### config.mk
export PLATFORM = sky130hd
export DESIGN_NAME = uart_rx_oversample
export DESIGN_NICKNAME = d
export VERILOG_FILES = /design/src/rtl/uart_rx_pkg.sv /design/src/rtl/uart_baud_tick.sv /design/src/rtl/uart_rx_oversample.sv
export SDC_FILE = /design/constraint.sdc
export NUM_CORES = 1
export LEC_CHECK = 0
export ABC_AREA = 1
export CAP_MARGIN = 20
export CELL_PAD_IN_SITES_DETAIL_PLACEMENT = 0
export CELL_PAD_IN_SITES_GLOBAL_PLACEMENT = 2
export CORE_MARGIN = 10
export CORE_UTILIZATION = 32
export DETAILED_ROUTE_END_ITERATION = 7
export PLACE_DENSITY = 0.76
export SKIP_LAST_GASP = 1
export SLEW_MARGIN = 20
export SYNTH_ARGS = -nofsm -noshare
export SYNTH_HDL_FRONTEND = slang
export SYNTH_HIERARCHICAL = 1
export SYNTH_SLANG_ARGS = --single-unit
### constraint.sdc
create_clock -name clk -period 2.3 [get_ports clk]
set_clock_uncertainty 0.1 [all_clocks]
set_input_delay 0.69 -clock clk [delete_from_list [all_inputs] [get_ports clk]]
set_output_delay 0.69 -clock clk [all_outputs]
set_load 0.01 [all_outputs]
### src/rtl/uart_rx_pkg.sv
// Shared definitions for the oversampling UART receiver: state encoding,
// baud divider and mid-bit helpers, data width.
package uart_rx_pkg;

    localparam int DATA_W = 8;

    localparam logic [2:0] ST_IDLE   = 3'd0;
    localparam logic [2:0] ST_START  = 3'd1;
    localparam logic [2:0] ST_DATA   = 3'd2;
    localparam logic [2:0] ST_PARITY = 3'd3;
    localparam logic [2:0] ST_STOP   = 3'd4;
    localparam logic [2:0] ST_BREAK  = 3'd5;

    typedef enum logic [2:0] {
        IDLE   = ST_IDLE,
        START  = ST_START,
        DATA   = ST_DATA,
        PARITY = ST_PARITY,
        STOP   = ST_STOP,
        BREAK  = ST_BREAK
    } uart_rx_state_e;

    // Clock cycles per oversample tick; never below one so tick stays defined.
    function automatic int calc_div(input int clk_freq, input int baud_rate, input int oversample);
        int d;
        d = clk_freq / (baud_rate * oversample);
        return (d < 1) ? 1 : d;
    endfunction

    function automatic int calc_mid(input int oversample);
        return oversample / 2;
    endfunction

endpackage

### src/rtl/uart_baud_tick.sv
// Oversample tick generator: one-cycle pulse every DIV clocks, shared by
// the UART receiver and transmitter.
module uart_baud_tick
    import uart_rx_pkg::*;
#(
    parameter int CLK_FREQ   = 1000000,
    parameter int BAUD_RATE  = 9600,
    parameter int OVERSAMPLE = 16
) (
    input  logic clk,
    input  logic rst,
    output logic tick
);

    localparam int DIV = calc_div(CLK_FREQ, BAUD_RATE, OVERSAMPLE);
    localparam int CW  = (DIV > 1) ? $clog2(DIV) : 1;
    localparam logic [CW-1:0] LAST = CW'(DIV - 1);

    logic [CW-1:0] cnt_q;
    logic [CW-1:0] cnt_d;

    always_comb begin
        cnt_d = (cnt_q == LAST) ? '0 : cnt_q + 1'b1;
    end

    always_ff @(posedge clk) begin
        if (rst) begin
            cnt_q <= '0;
        end else begin
            cnt_q <= cnt_d;
        end
    end

    assign tick = (cnt_q == LAST);

endmodule

### src/rtl/uart_rx_oversample.sv
// Oversampling UART receiver, 8N1 by default; define UART_RX_PARITY_EN for
// 8E1 with an even-parity check and active parity_err.
module uart_rx_oversample
    import uart_rx_pkg::*;
#(
    parameter int CLK_FREQ   = 1000000,
    parameter int BAUD_RATE  = 9600,
    parameter int OVERSAMPLE = 16
) (
    input  logic              clk,
    input  logic              rst,
    input  logic              rx,
    output logic [DATA_W-1:0] rx_data,
    output logic              rx_valid,
    input  logic              rx_ready,
    output logic              frame_err,
    output logic              overrun,
    output logic              parity_err
);

    localparam int MID = calc_mid(OVERSAMPLE);
    localparam int SCW = $clog2(OVERSAMPLE);
    localparam int IW  = $clog2(DATA_W);

    localparam logic [SCW-1:0] SC_LAST = SCW'(OVERSAMPLE - 1);
    localparam logic [SCW-1:0] SC_LO   = SCW'(MID - 1);
    localparam logic [SCW-1:0] SC_MID  = SCW'(MID);
    localparam logic [SCW-1:0] SC_HI   = SCW'(MID + 1);
    localparam logic [IW-1:0]  IDX_LAST = IW'(DATA_W - 1);

    logic tick;

    uart_baud_tick #(
        .CLK_FREQ  (CLK_FREQ),
        .BAUD_RATE (BAUD_RATE),
        .OVERSAMPLE(OVERSAMPLE)
    ) u_baud_tick (
        .clk (clk),
        .rst (rst),
        .tick(tick)
    );

    logic              rx_meta_q, rx_meta_d;
    logic              rxs_q, rxs_d;
    logic [2:0]        state_q, state_d;
    logic [SCW-1:0]    sc_q, sc_d;
    logic [IW-1:0]     idx_q, idx_d;
    logic [DATA_W-1:0] shift_q, shift_d;
    logic              s_lo_q, s_lo_d;
    logic              s_mid_q, s_mid_d;
    logic [DATA_W-1:0] rx_data_q, rx_data_d;
    logic              rx_valid_q, rx_valid_d;
    logic              frame_err_q, frame_err_d;
    logic              overrun_q, overrun_d;
`ifdef UART_RX_PARITY_EN
    logic              par_bad_q, par_bad_d;
    logic              parity_err_q, parity_err_d;
`endif

    logic [SCW-1:0] sc_inc;
    logic           eval;
    logic           bit_v;
    logic           deliver;

    // sc_inc is the post-tick count; the third vote is the live sample.
    assign sc_inc = (sc_q == SC_LAST) ? '0 : sc_q + 1'b1;
    assign eval   = tick && (sc_inc == SC_HI);
    assign bit_v  = (s_lo_q & s_mid_q) | (s_lo_q & rxs_q) | (s_mid_q & rxs_q);

    always_comb begin
        rx_meta_d   = rx;
        rxs_d       = rx_meta_q;
        state_d     = state_q;
        sc_d        = sc_q;
        idx_d       = idx_q;
        shift_d     = shift_q;
        s_lo_d      = s_lo_q;
        s_mid_d     = s_mid_q;
        deliver     = 1'b0;
        frame_err_d = 1'b0;
`ifdef UART_RX_PARITY_EN
        par_bad_d    = par_bad_q;
        parity_err_d = 1'b0;
`endif

        if (tick) begin
            sc_d = sc_inc;
            if (sc_inc == SC_LO) begin
                s_lo_d = rxs_q;
            end
            if (sc_inc == SC_MID) begin
                s_mid_d = rxs_q;
            end
        end

        case (state_q)
            ST_IDLE: begin
                if (!rxs_q) begin
                    sc_d    = '0;
                    state_d = ST_START;
                end
            end
            ST_START: begin
                if (eval) begin
                    idx_d = '0;
`ifdef UART_RX_PARITY_EN
                    par_bad_d = 1'b0;
`endif
                    state_d = bit_v ? ST_IDLE : ST_DATA;
                end
            end
            ST_DATA: begin
                if (eval) begin
                    shift_d[idx_q] = bit_v;
                    if (idx_q == IDX_LAST) begin
`ifdef UART_RX_PARITY_EN
                        state_d = ST_PARITY;
`else
                        state_d = ST_STOP;
`endif
                    end else begin
                        idx_d = idx_q + 1'b1;
                    end
                end
            end
`ifdef UART_RX_PARITY_EN
            ST_PARITY: begin
                if (eval) begin
                    if (bit_v != (^shift_q)) begin
                        par_bad_d    = 1'b1;
                        parity_err_d = 1'b1;
                    end
                    state_d = ST_STOP;
                end
            end
`endif
            ST_STOP: begin
                if (eval) begin
                    if (!bit_v) begin
                        frame_err_d = 1'b1;
                        state_d     = ST_BREAK;
                    end else begin
                        deliver = 1'b1;
                        state_d = ST_IDLE;
                    end
`ifdef UART_RX_PARITY_EN
                    if (par_bad_q) begin
                        deliver = 1'b0;
                    end
                    par_bad_d = 1'b0;
`endif
                end
            end
            ST_BREAK: begin
                if (rxs_q) begin
                    state_d = ST_IDLE;
                end
            end
            default: begin
                state_d = ST_IDLE;
            end
        endcase

        // Holding register: a full, unconsumed byte wins over a new one.
        rx_data_d  = rx_data_q;
        rx_valid_d = rx_valid_q;
        overrun_d  = 1'b0;
        if (rx_valid_q && rx_ready) begin
            rx_valid_d = 1'b0;
        end
        if (deliver) begin
            if (!rx_valid_q || rx_ready) begin
                rx_data_d  = shift_q;
                rx_valid_d = 1'b1;
            end else begin
                overrun_d = 1'b1;
            end
        end
    end

    always_ff @(posedge clk) begin
        if (rst) begin
            rx_meta_q   <= 1'b1;
            rxs_q       <= 1'b1;
            state_q     <= ST_IDLE;
            sc_q        <= '0;
            idx_q       <= '0;
            shift_q     <= '0;
            s_lo_q      <= 1'b1;
            s_mid_q     <= 1'b1;
            rx_data_q   <= '0;
            rx_valid_q  <= 1'b0;
            frame_err_q <= 1'b0;
            overrun_q   <= 1'b0;
        end else begin
            rx_meta_q   <= rx_meta_d;
            rxs_q       <= rxs_d;
            state_q     <= state_d;
            sc_q        <= sc_d;
            idx_q       <= idx_d;
            shift_q     <= shift_d;
            s_lo_q      <= s_lo_d;
            s_mid_q     <= s_mid_d;
            rx_data_q   <= rx_data_d;
            rx_valid_q  <= rx_valid_d;
            frame_err_q <= frame_err_d;
            overrun_q   <= overrun_d;
        end
    end

`ifdef UART_RX_PARITY_EN
    always_ff @(posedge clk) begin
        if (rst) begin
            par_bad_q    <= 1'b0;
            parity_err_q <= 1'b0;
        end else begin
            par_bad_q    <= par_bad_d;
            parity_err_q <= parity_err_d;
        end
    end

    assign parity_err = parity_err_q;
`else
    assign parity_err = 1'b0;
`endif

    assign rx_data   = rx_data_q;
    assign rx_valid  = rx_valid_q;
    assign frame_err = frame_err_q;
    assign overrun   = overrun_q;

endmodule

==> impl_metrics.json, run 1 <==
{
  "cts_tree": "yes",
  "cts_root_buf": "clkbuf_8",
  "synthesized_area_fraction_occupied_by_and_or_nand_nor_cells_pct": 33.0,
  "gp_congestion": 0.730,
  "holdCritPathClass": "flip-flop to flip-flop",
  "synthArstFlopShare_pct": 0,
  "detail_route.wl_per_cell_um": 10.9,
  "netlist_top_cells_count": "nand2_1 (45), inv_1 (39), nor2_1 (39)",
  "cellPowerDensity_nw_per_um2": 719,
  "setup_violations": 0,
  "post_syn_nets": 264,
  "critPathKind": "flip-flop to primary output",
  "htree_levels": 2,
  "n_antenna_cell": 0,
  "layout_setup_ws_ps": 326,
  "cp-end-kind": "primary output",
  "critical_path_peak_fanout": 2,
  "timing.critical_path.slowest_stage_cell": "clkdlybuf4s50_1",
  "maxSlewHeadroom_pct": 56.1,
  "startpoint_type": "flip-flop",
  "synth_area_leaders": "dfxtp_1 (40%), nand2_1 (9.3%), inv_1 (8.0%), nor2_1 (8.0%), ha_1 (5.5%)",
  "syn_area_um2": 1820,
  "slew_viol_final": 0,
  "synth_compound_gate_area_share_pct": 10.6,
  "critPathArrivalTime_ps": 1180,
  "clock.fmax_mhz": 507,
  "syn_avg_cell_area_um2": 7.22,
  "finish.net_count": 281,
  "first_pass_iters": 4,
  "first_iter_violations": 70,
  "synth_fa_ha_area_share_pct": 5.50,
  "dominantRegCellSynth": "dfxtp_1",
  "yosys.area.top_type": "dfxtp_1",
  "post_cts_clock_slew_at_the_launch_and_capture_registers_of_the_worst_setup_and_hold_paths_ps": 80,
  "yosys.area.top_type_share_pct": 39.6,
  "synth_cells": 252,
  "synth-xor-area-share_pct": 0,
  "clock_sink_count": 36,
  "maximum_number_of_pins_on_one_net_before_global_route_repair": 20,
  "timing.reg2reg.worst_path_depth": 10,
  "worst_path_cell_chain": "clkdlybuf4s50_1",
  "report.final.hold_viol_count": 0,
  "numCtsBuffers": 5,
  "critical_path.n_buffers_inverters": 1,
  "die_w_um": 95.4,
  "pre_cts_ws_ps": 349,
  "cap_violations": 0,
  "grt_remaining_overflow": 0,
  "synth_edf_count": 0,
  "worst_hold_path_stage_count": 1,
  "synth_top_family_by_area": "simple AND/OR/NAND/NOR gates",
  "grtUsageTotal_pct": 9.11,
  "cp_slowest_stage_delay_ps": 550,
  "drt_drc_violations_left": 0,
  "start_util_pct": 33.1,
  "numPortBuffers": 14,
  "cts.hold.buffers_added": 0,
  "routed_wl_um": 3740,
  "critical_path_required_ps": 1510,
  "yosys_warnings": 6,
  "antenna_found_initial": 0,
  "post_cts.repair.setup_buffers": 0,
  "cpLargestDelayFamily": "buffers and inverters",
  "yosys.cell_types.count": 28,
  "layout-area-overhead-vs-synth_pct": 19.7,
  "layout_cells_sized_above_1_pct": 12.6,
  "pin_count": 16,
  "max-clock-path-buffers": 2,
  "outcome": "completed",
  "yosysMostFrequentCell": "nand2_1",
  "slew_at_the_pin_closest_to_its_max_slew_limit_ps": 652,
  "std_cell_rows": 27,
  "worstSetupPathDepth": 1,
  "die_h_um": 95.4,
  "finalWorstPathRequiredPeriod_ps": 1970,
  "cts_repair_resize_count": 0,
  "tns_ps": 0,
  "ant_nets": 0,
  "grt_first_pass_wirelength_um": 6560,
  "dieArea_um2": 9110,
  "grt_setup_unrepaired": "false",
  "fin_crit_sh_pct": 85.8,
  "via_count_of_the_routed_design": 1495,
  "synth.mux.area_fraction_pct": 0,
  "viasPerCell": 4.37,
  "fp.coreArea_um2": 5510,
  "number_of_global_route_vias_before_repair": 1389,
  "synth-seq-area-share_pct": 39.6,
  "dp.final_hpwl_um": 2780,
  "synth-seq-cells": 36,
  "num-fill-cells": 600,
  "clock_latency_ps": 290,
  "timing.hold.ws_ps": 313,
  "leakagePower_uw": 0.000958,
  "vdd.ir_drop.worst_uv": 413
}
## cell usage in the layout (no fill, tap or decap)
cell type	netlist	routed
nor2_4	2	2
a21oi_1	18	18
clkbuf_8	1	5
nor2_2	2	2
nor3_1	2	2
nor2_1	39	39
bufinv_16	0	3
a21oi_2	1	1
a21oi_4	1	1
inv_1	39	39
o21ai_0	11	11
or2_2	3	3
o31ai_1	1	1
inv_2	3	3
buf_4	1	2
conb_1	1	1
nand3_1	20	20
nand4_2	2	2
nand2_2	6	6
a211oi_1	2	2
ha_1	8	8
clkdlybuf4s50_1	0	14
nand2_1	45	45
nand3_4	1	1
nand4_4	1	1
dfxtp_1	36	36
nand3_2	2	2
## final timing paths
path                                   end  slack [ps]                 start
worst min register to register       rxs_q         310             rx_meta_q
worst max register to register  shift_q[0]         390  u_baud_tick/cnt_q[0]
worst min-delay path                 rxs_q         310             rx_meta_q
worst max-delay path            rx_data[1]         330            rx_data[1]
## final cells by class
type,instances,area (µm²),share of cell area (%)
clock buffers,5,68.8,3.16
clock inverters,3,90.1,4.13
inverters,42,158,7.23
multi-input cells,168,897,41.2
flip-flops and latches,36,721,33.1
well taps,72,90.1,4.13
repair buffers,16,155,7.12
## sequential cells by signal, indices dropped and copies added, names as in the netlist
name               cells
u_baud_tick/cnt_q      3
frame_err              1
overrun                1
idx_q                  3
s_lo_q                 1
rx_data                8
rxs_q                  1
s_mid_q                1
state_q                3
sc_q                   4
rx_valid               1
rx_meta_q              1
shift_q                8
## power breakdown
group / internal, µW / switching, µW / total (µW)
Combinational: 44.4 / 89.2 / 134
Clock: 543 / 241 / 784
Sequential: 638 / 13.1 / 651
## per-layer routing
metal,wire (µm),GRT usage (%),vias up
met1,2030,12.2,641
met4,67,4.05,0
met2,1440,13.0,28
met3,206,3.06,6
li1,-,-,820
met5,0,0,-
## metrics by stage
stage / instances / total power, µW / instance area [µm²] / utilization [%]
3_3_place_gp: 334 / 803 / 2020 / 36.7
5_1_grt: 342 / 1640 / 2180 / 39.6
3_5_place_dp: 334 / 801 / 2020 / 36.7
6_report: 342 / 1570 / 2180 / 39.6
2_1_floorplan: 252 / 772 / 1820 / -
4_1_cts: 342 / 1590 / 2180 / 39.6
## cell families (layout without fill, tap and decap cells)
family          after synthesis  in the layout
compound gates               34             34
buf+inv                      48             66
other cells                   1              1
fa+ha+maj                     8              8
simple gates                125            125
flops                        36             36
(Power assumes the default switching activity.)
==> inputs of run 2 (changes only) <==
--- a/config.mk
+++ b/config.mk
@@ -9,7 +9,7 @@
 export CAP_MARGIN = 20
 export CELL_PAD_IN_SITES_DETAIL_PLACEMENT = 0
 export CELL_PAD_IN_SITES_GLOBAL_PLACEMENT = 2
-export CORE_MARGIN = 10
+export CORE_MARGIN = 1.5
 export CORE_UTILIZATION = 32
 export DETAILED_ROUTE_END_ITERATION = 7
 export PLACE_DENSITY = 0.76
==> impl_metrics.json, run 2 (same netlist as run 1, synthesis figures left out) <==
{
  "via_count_of_the_routed_design": 1487,
  "timing.hold.ws_ps": 315,
  "layout.cells.most_common": "nand2_1",
  "grtUsageTotal_pct": 14.0,
  "rrSetupSlack_ps": 390,
  "start_util_pct": 33.1,
  "routed_wl_um": 3610,
  "post_cts.repair.setup_buffers": 0,
  "outcome": "completed",
  "most-common-layout-cells": "nand2_1 (45), inv_1 (39), nor2_1 (39)",
  "setup_violations": 0,
  "die_h_um": 78.4,
  "report.final.hold_viol_count": 0,
  "critPathKind": "flip-flop to primary output",
  "cellPowerDensity_nw_per_um2": 628,
  "finish.cell_count_without_fillers": 342,
  "regToRegEndpoint": "shift_q[0]",
  "numPortBuffers": 14,
  "cpLargestDelayFamily": "buffers and inverters",
  "htree_levels": 2,
  "min-delay-start": "rx_meta_q",
  "n_antenna_cell": 0,
  "cap_violations": 0,
  "antenna_found_initial": 0,
  "critical_path.n_buffers_inverters": 1,
  "critical_path_peak_fanout": 2,
  "die_w_um": 78.4,
  "worst_path_cell_chain": "clkdlybuf4s50_1",
  "viasPerCell": 4.35,
  "ant_nets": 0,
  "cp-end-kind": "primary output",
  "layout_cells_sized_above_1_pct": 12.6,
  "critical_path_required_ps": 1510,
  "slew_viol_final": 0,
  "detail_route.wl_per_cell_um": 10.5,
  "fp.coreArea_um2": 5510,
  "grt_setup_unrepaired": "false",
  "maximum_number_of_pins_on_one_net_before_global_route_repair": 20,
  "layout_setup_ws_ps": 331,
  "holdCritPathClass": "flip-flop to flip-flop",
  "pin_count": 16,
  "gp_congestion": 0.733,
  "clock_latency_ps": 290,
  "clock.fmax_mhz": 508,
  "number_of_global_route_vias_before_repair": 1441,
  "dp.final_hpwl_um": 2690,
  "tns_ps": 0,
  "cts_root_buf": "clkbuf_8",
  "grt_remaining_overflow": 0,
  "clock_sink_count": 36,
  "post-place-cells": 334,
  "startpoint_type": "flip-flop",
  "max-clock-path-buffers": 2,
  "numCtsBuffers": 5,
  "finish.net_count": 281,
  "critPathArrivalTime_ps": 1180,
  "slew_at_the_pin_closest_to_its_max_slew_limit_ps": 575,
  "cp_slowest_stage_delay_ps": 550,
  "pre_cts_ws_ps": 341,
  "maxSlewHeadroom_pct": 61.3,
  "startpoint_of_the_worst_register_to_register_path": "u_baud_tick/cnt_q[0]",
  "worst_hold_path_stage_count": 1,
  "worstHoldEndpoint": "rxs_q",
  "final_core_util_pct": 38.7,
  "std_cell_rows": 27,
  "cts.hold.buffers_added": 0,
  "dieArea_um2": 6150,
  "leakagePower_uw": 0.000934,
  "finalWorstPathRequiredPeriod_ps": 1970,
  "layout-area-overhead-vs-synth_pct": 17.1,
  "timing.critical_path.slowest_stage_cell": "clkdlybuf4s50_1",
  "fin_crit_sh_pct": 85.6,
  "vdd.ir_drop.worst_uv": 202,
  "drt_drc_violations_left": 0,
  "cts_tree": "yes",
  "cts_repair_resize_count": 0,
  "post_cts_clock_slew_at_the_launch_and_capture_registers_of_the_worst_setup_and_hold_paths_ps": 80,
  "grt_first_pass_wirelength_um": 6690,
  "first_pass_iters": 4,
  "first_iter_violations": 88,
  "timing.reg2reg.worst_path_depth": 10
}
[run 2: per-layer routing]
metal / global-route usage (%) / wire length [µm] / vias up
li1: - / - / 820
met1: 18.9 / 1970 / 644
met2: 20.4 / 1490 / 21
met3: 4.19 / 108 / 2
met4: 5.89 / 34 / 0
met5: 0 / 0 / -
[run 2: cell type report]
| cell class | instances | area (µm²) |
|---|---|---|
| sequential | 36 | 721 |
| fill | 612 | 3370 |
| multi-input combinational | 168 | 897 |
| timing repair buffer | 16 | 155 |
| clock buffer | 5 | 68.8 |
| tap | 72 | 90.1 |
| clock inverter | 3 | 42.5 |
| inverter | 42 | 158 |
[run 2: worst max path at each step]
stage	start	end	slack (ps)	cells after the start
floorplan	u_baud_tick/cnt_q[0]	idx_q[0]	650	10
finish	rx_data[1]	rx_data[1]	330	1
detailed placement	rx_ready	rx_data[2]	340	6
global placement	u_baud_tick/cnt_q[0]	shift_q[0]	350	10
global route	u_baud_tick/cnt_q[0]	shift_q[7]	150	8
CTS	rx_data[1]	rx_data[1]	310	1
[run 2: through the flow]
stage	cell area (µm²)	total power, µW
after global routing	2130	1420
after floorplan	1820	772
after global placement	2020	802
final	2130	1340
after detailed placement	2020	801
after CTS	2130	1360
[run 2: where the power goes]
part           internal (µW)  total (µW)  switching (µW)
Sequential               638         651            13.6
Clock                    321         554             233
Combinational           44.4         133            88.2
==> inputs of run 3 (changes only) <==
--- a/config.mk
+++ b/config.mk
@@ -12,6 +12,7 @@
 export CORE_MARGIN = 1.5
 export CORE_UTILIZATION = 32
 export DETAILED_ROUTE_END_ITERATION = 7
+export GPL_TIMING_DRIVEN = 0
 export PLACE_DENSITY = 0.76
 export SKIP_LAST_GASP = 1
 export SLEW_MARGIN = 20
==> impl_metrics.json, run 3 (same netlist as run 1, synthesis figures left out) <==
{
  "outcome": "completed",
  "pin_count": 16,
  "num-fill-cells": 603,
  "fin_crit_sh_pct": 89.2,
  "leakagePower_uw": 0.000951,
  "post-layout-total-power_uw": 1350,
  "first_pass_iters": 4,
  "holdCritPathClass": "flip-flop to flip-flop",
  "detailed_place.area_um2": 2050,
  "cts_root_buf": "clkbuf_8",
  "finalWorstPathRequiredPeriod_ps": 2050,
  "startpoint_type": "input pin",
  "layout-area-overhead-vs-synth_pct": 18.8,
  "clock_latency_ps": 280,
  "ant_nets": 0,
  "cpMostUsedCell": "inv_1",
  "grt_remaining_overflow": 0,
  "max-clock-path-buffers": 2,
  "vdd.ir_drop.worst_uv": 295,
  "slew_viol_final": 0,
  "clock_sink_count": 36,
  "critical_path_peak_fanout": 10,
  "critical_path_required_ps": 2390,
  "design_area_um2": 2160,
  "start_util_pct": 33.1,
  "critPathKind": "input pin to flip-flop",
  "post_cts.repair.setup_buffers": 0,
  "cap_violations": 0,
  "cp_slowest_stage_delay_ps": 470,
  "dieArea_um2": 6150,
  "worst_path_cell_chain": "clkdlybuf4s50_1, clkbuf_1, inv_1, o31ai_1, a21oi_1, o21ai_0, inv_1",
  "grt_setup_unrepaired": "false",
  "cts.hold.buffers_added": 0,
  "setup_violations": 0,
  "grtUsageTotal_pct": 13.6,
  "layout_cells_sized_above_1_pct": 13.1,
  "cp-end-kind": "flip-flop",
  "grt_first_pass_wirelength_um": 6350,
  "finish.net_count": 285,
  "number_of_global_route_vias_before_repair": 1407,
  "report.final.hold_viol_count": 0,
  "cts_tree": "yes",
  "std_cell_rows": 27,
  "critPathArrivalTime_ps": 2140,
  "cts_repair_resize_count": 0,
  "slew_at_the_pin_closest_to_its_max_slew_limit_ps": 600,
  "antenna_found_initial": 0,
  "maxSlewHeadroom_pct": 59.7,
  "clock.fmax_mhz": 487,
  "dp.final_hpwl_um": 2700,
  "die_w_um": 78.4,
  "fp.coreArea_um2": 5510,
  "via_count_of_the_routed_design": 1498,
  "gp_congestion": 0.743,
  "htree_levels": 2,
  "numPortBuffers": 14,
  "detail_route.wl_per_cell_um": 10.5,
  "layout.cells.most_common": "nand2_1",
  "die_h_um": 78.4,
  "n_antenna_cell": 0,
  "post_cts_clock_slew_at_the_launch_and_capture_registers_of_the_worst_setup_and_hold_paths_ps": 70,
  "maximum_number_of_pins_on_one_net_before_global_route_repair": 13,
  "timing.critical_path.slowest_stage_cell": "clkdlybuf4s50_1",
  "routed_wl_um": 3630,
  "first_iter_violations": 62,
  "viasPerCell": 4.33,
  "most-common-layout-cells": "nand2_1 (45), inv_1 (39), nor2_1 (39)",
  "drt_drc_violations_left": 0,
  "numCtsBuffers": 5,
  "cellPowerDensity_nw_per_um2": 622
}
==> run 3: changes by cell type in the layout (fill, tap and decap cells not counted), sizes merged <==
cell / change
clkbuf: +3
buf: +1
==> run 3: critical path, delay by kind of cell <==
kind | cells | cell delay (ps)
AOI/OAI and AO/OA | 3 | 370
buffers and inverters | 4 | 1080
==> run 3: power by group <==
group / total (µW) / switching [µW] / leakage [µW] / internal (µW)
registers: 652 / 14.0 / 0.000291 / 638
logic: 135 / 89.1 / 0.000606 / 45.8
clock network: 559 / 238 / 0.0000541 / 321
total: 1350 / 341 / 0.000951 / 1000
==> run 3: path summary, 6_finish.rpt <==
path | slack [ps] | startpoint | end | depth (start not counted)
setup reg to reg | 360 | u_baud_tick/cnt_q[0] | idx_q[0] | 10
hold / removal | 310 | rx_meta_q | rxs_q | 1
hold reg to reg | 310 | rx_meta_q | rxs_q | 1
setup / recovery | 250 | rst | sc_q[3] | 7
==> run 3: cell type report <==
type	instances	area, µm²	share of cell area, %
Inverter	42	158	7.29
Tap cell	72	90.1	4.17
Clock buffer	5	68.8	3.18
Sequential cell	36	721	33.3
Buffer	6	45.0	2.08
Timing Repair Buffer	14	140	6.48
Clock inverter	3	42.5	1.97
Multi-Input combinational cell	168	897	41.5
==> run 3: layer usage <==
layer,routed length (µm),vias to the layer above,track usage [%]
li1,-,835,-
met1,1960,634,18.1
met2,1480,24,20.3
met3,128,5,3.84
met4,63,0,5.89
met5,0,-,0
==> run 3: per-stage QoR <==
stage                     std cells  TNS, ps  util, %  setup WS [ps]  hold slack (ps)
after floorplan                 252        0        -            652              289
after global placement          338    -1560     37.2           -139              295
after detailed placement        338    -1100     37.2           -114              295
after CTS                       346        0     39.3            201              314
after global routing            346        0     39.3           31.5              335
final                           346        0     39.3            248              312
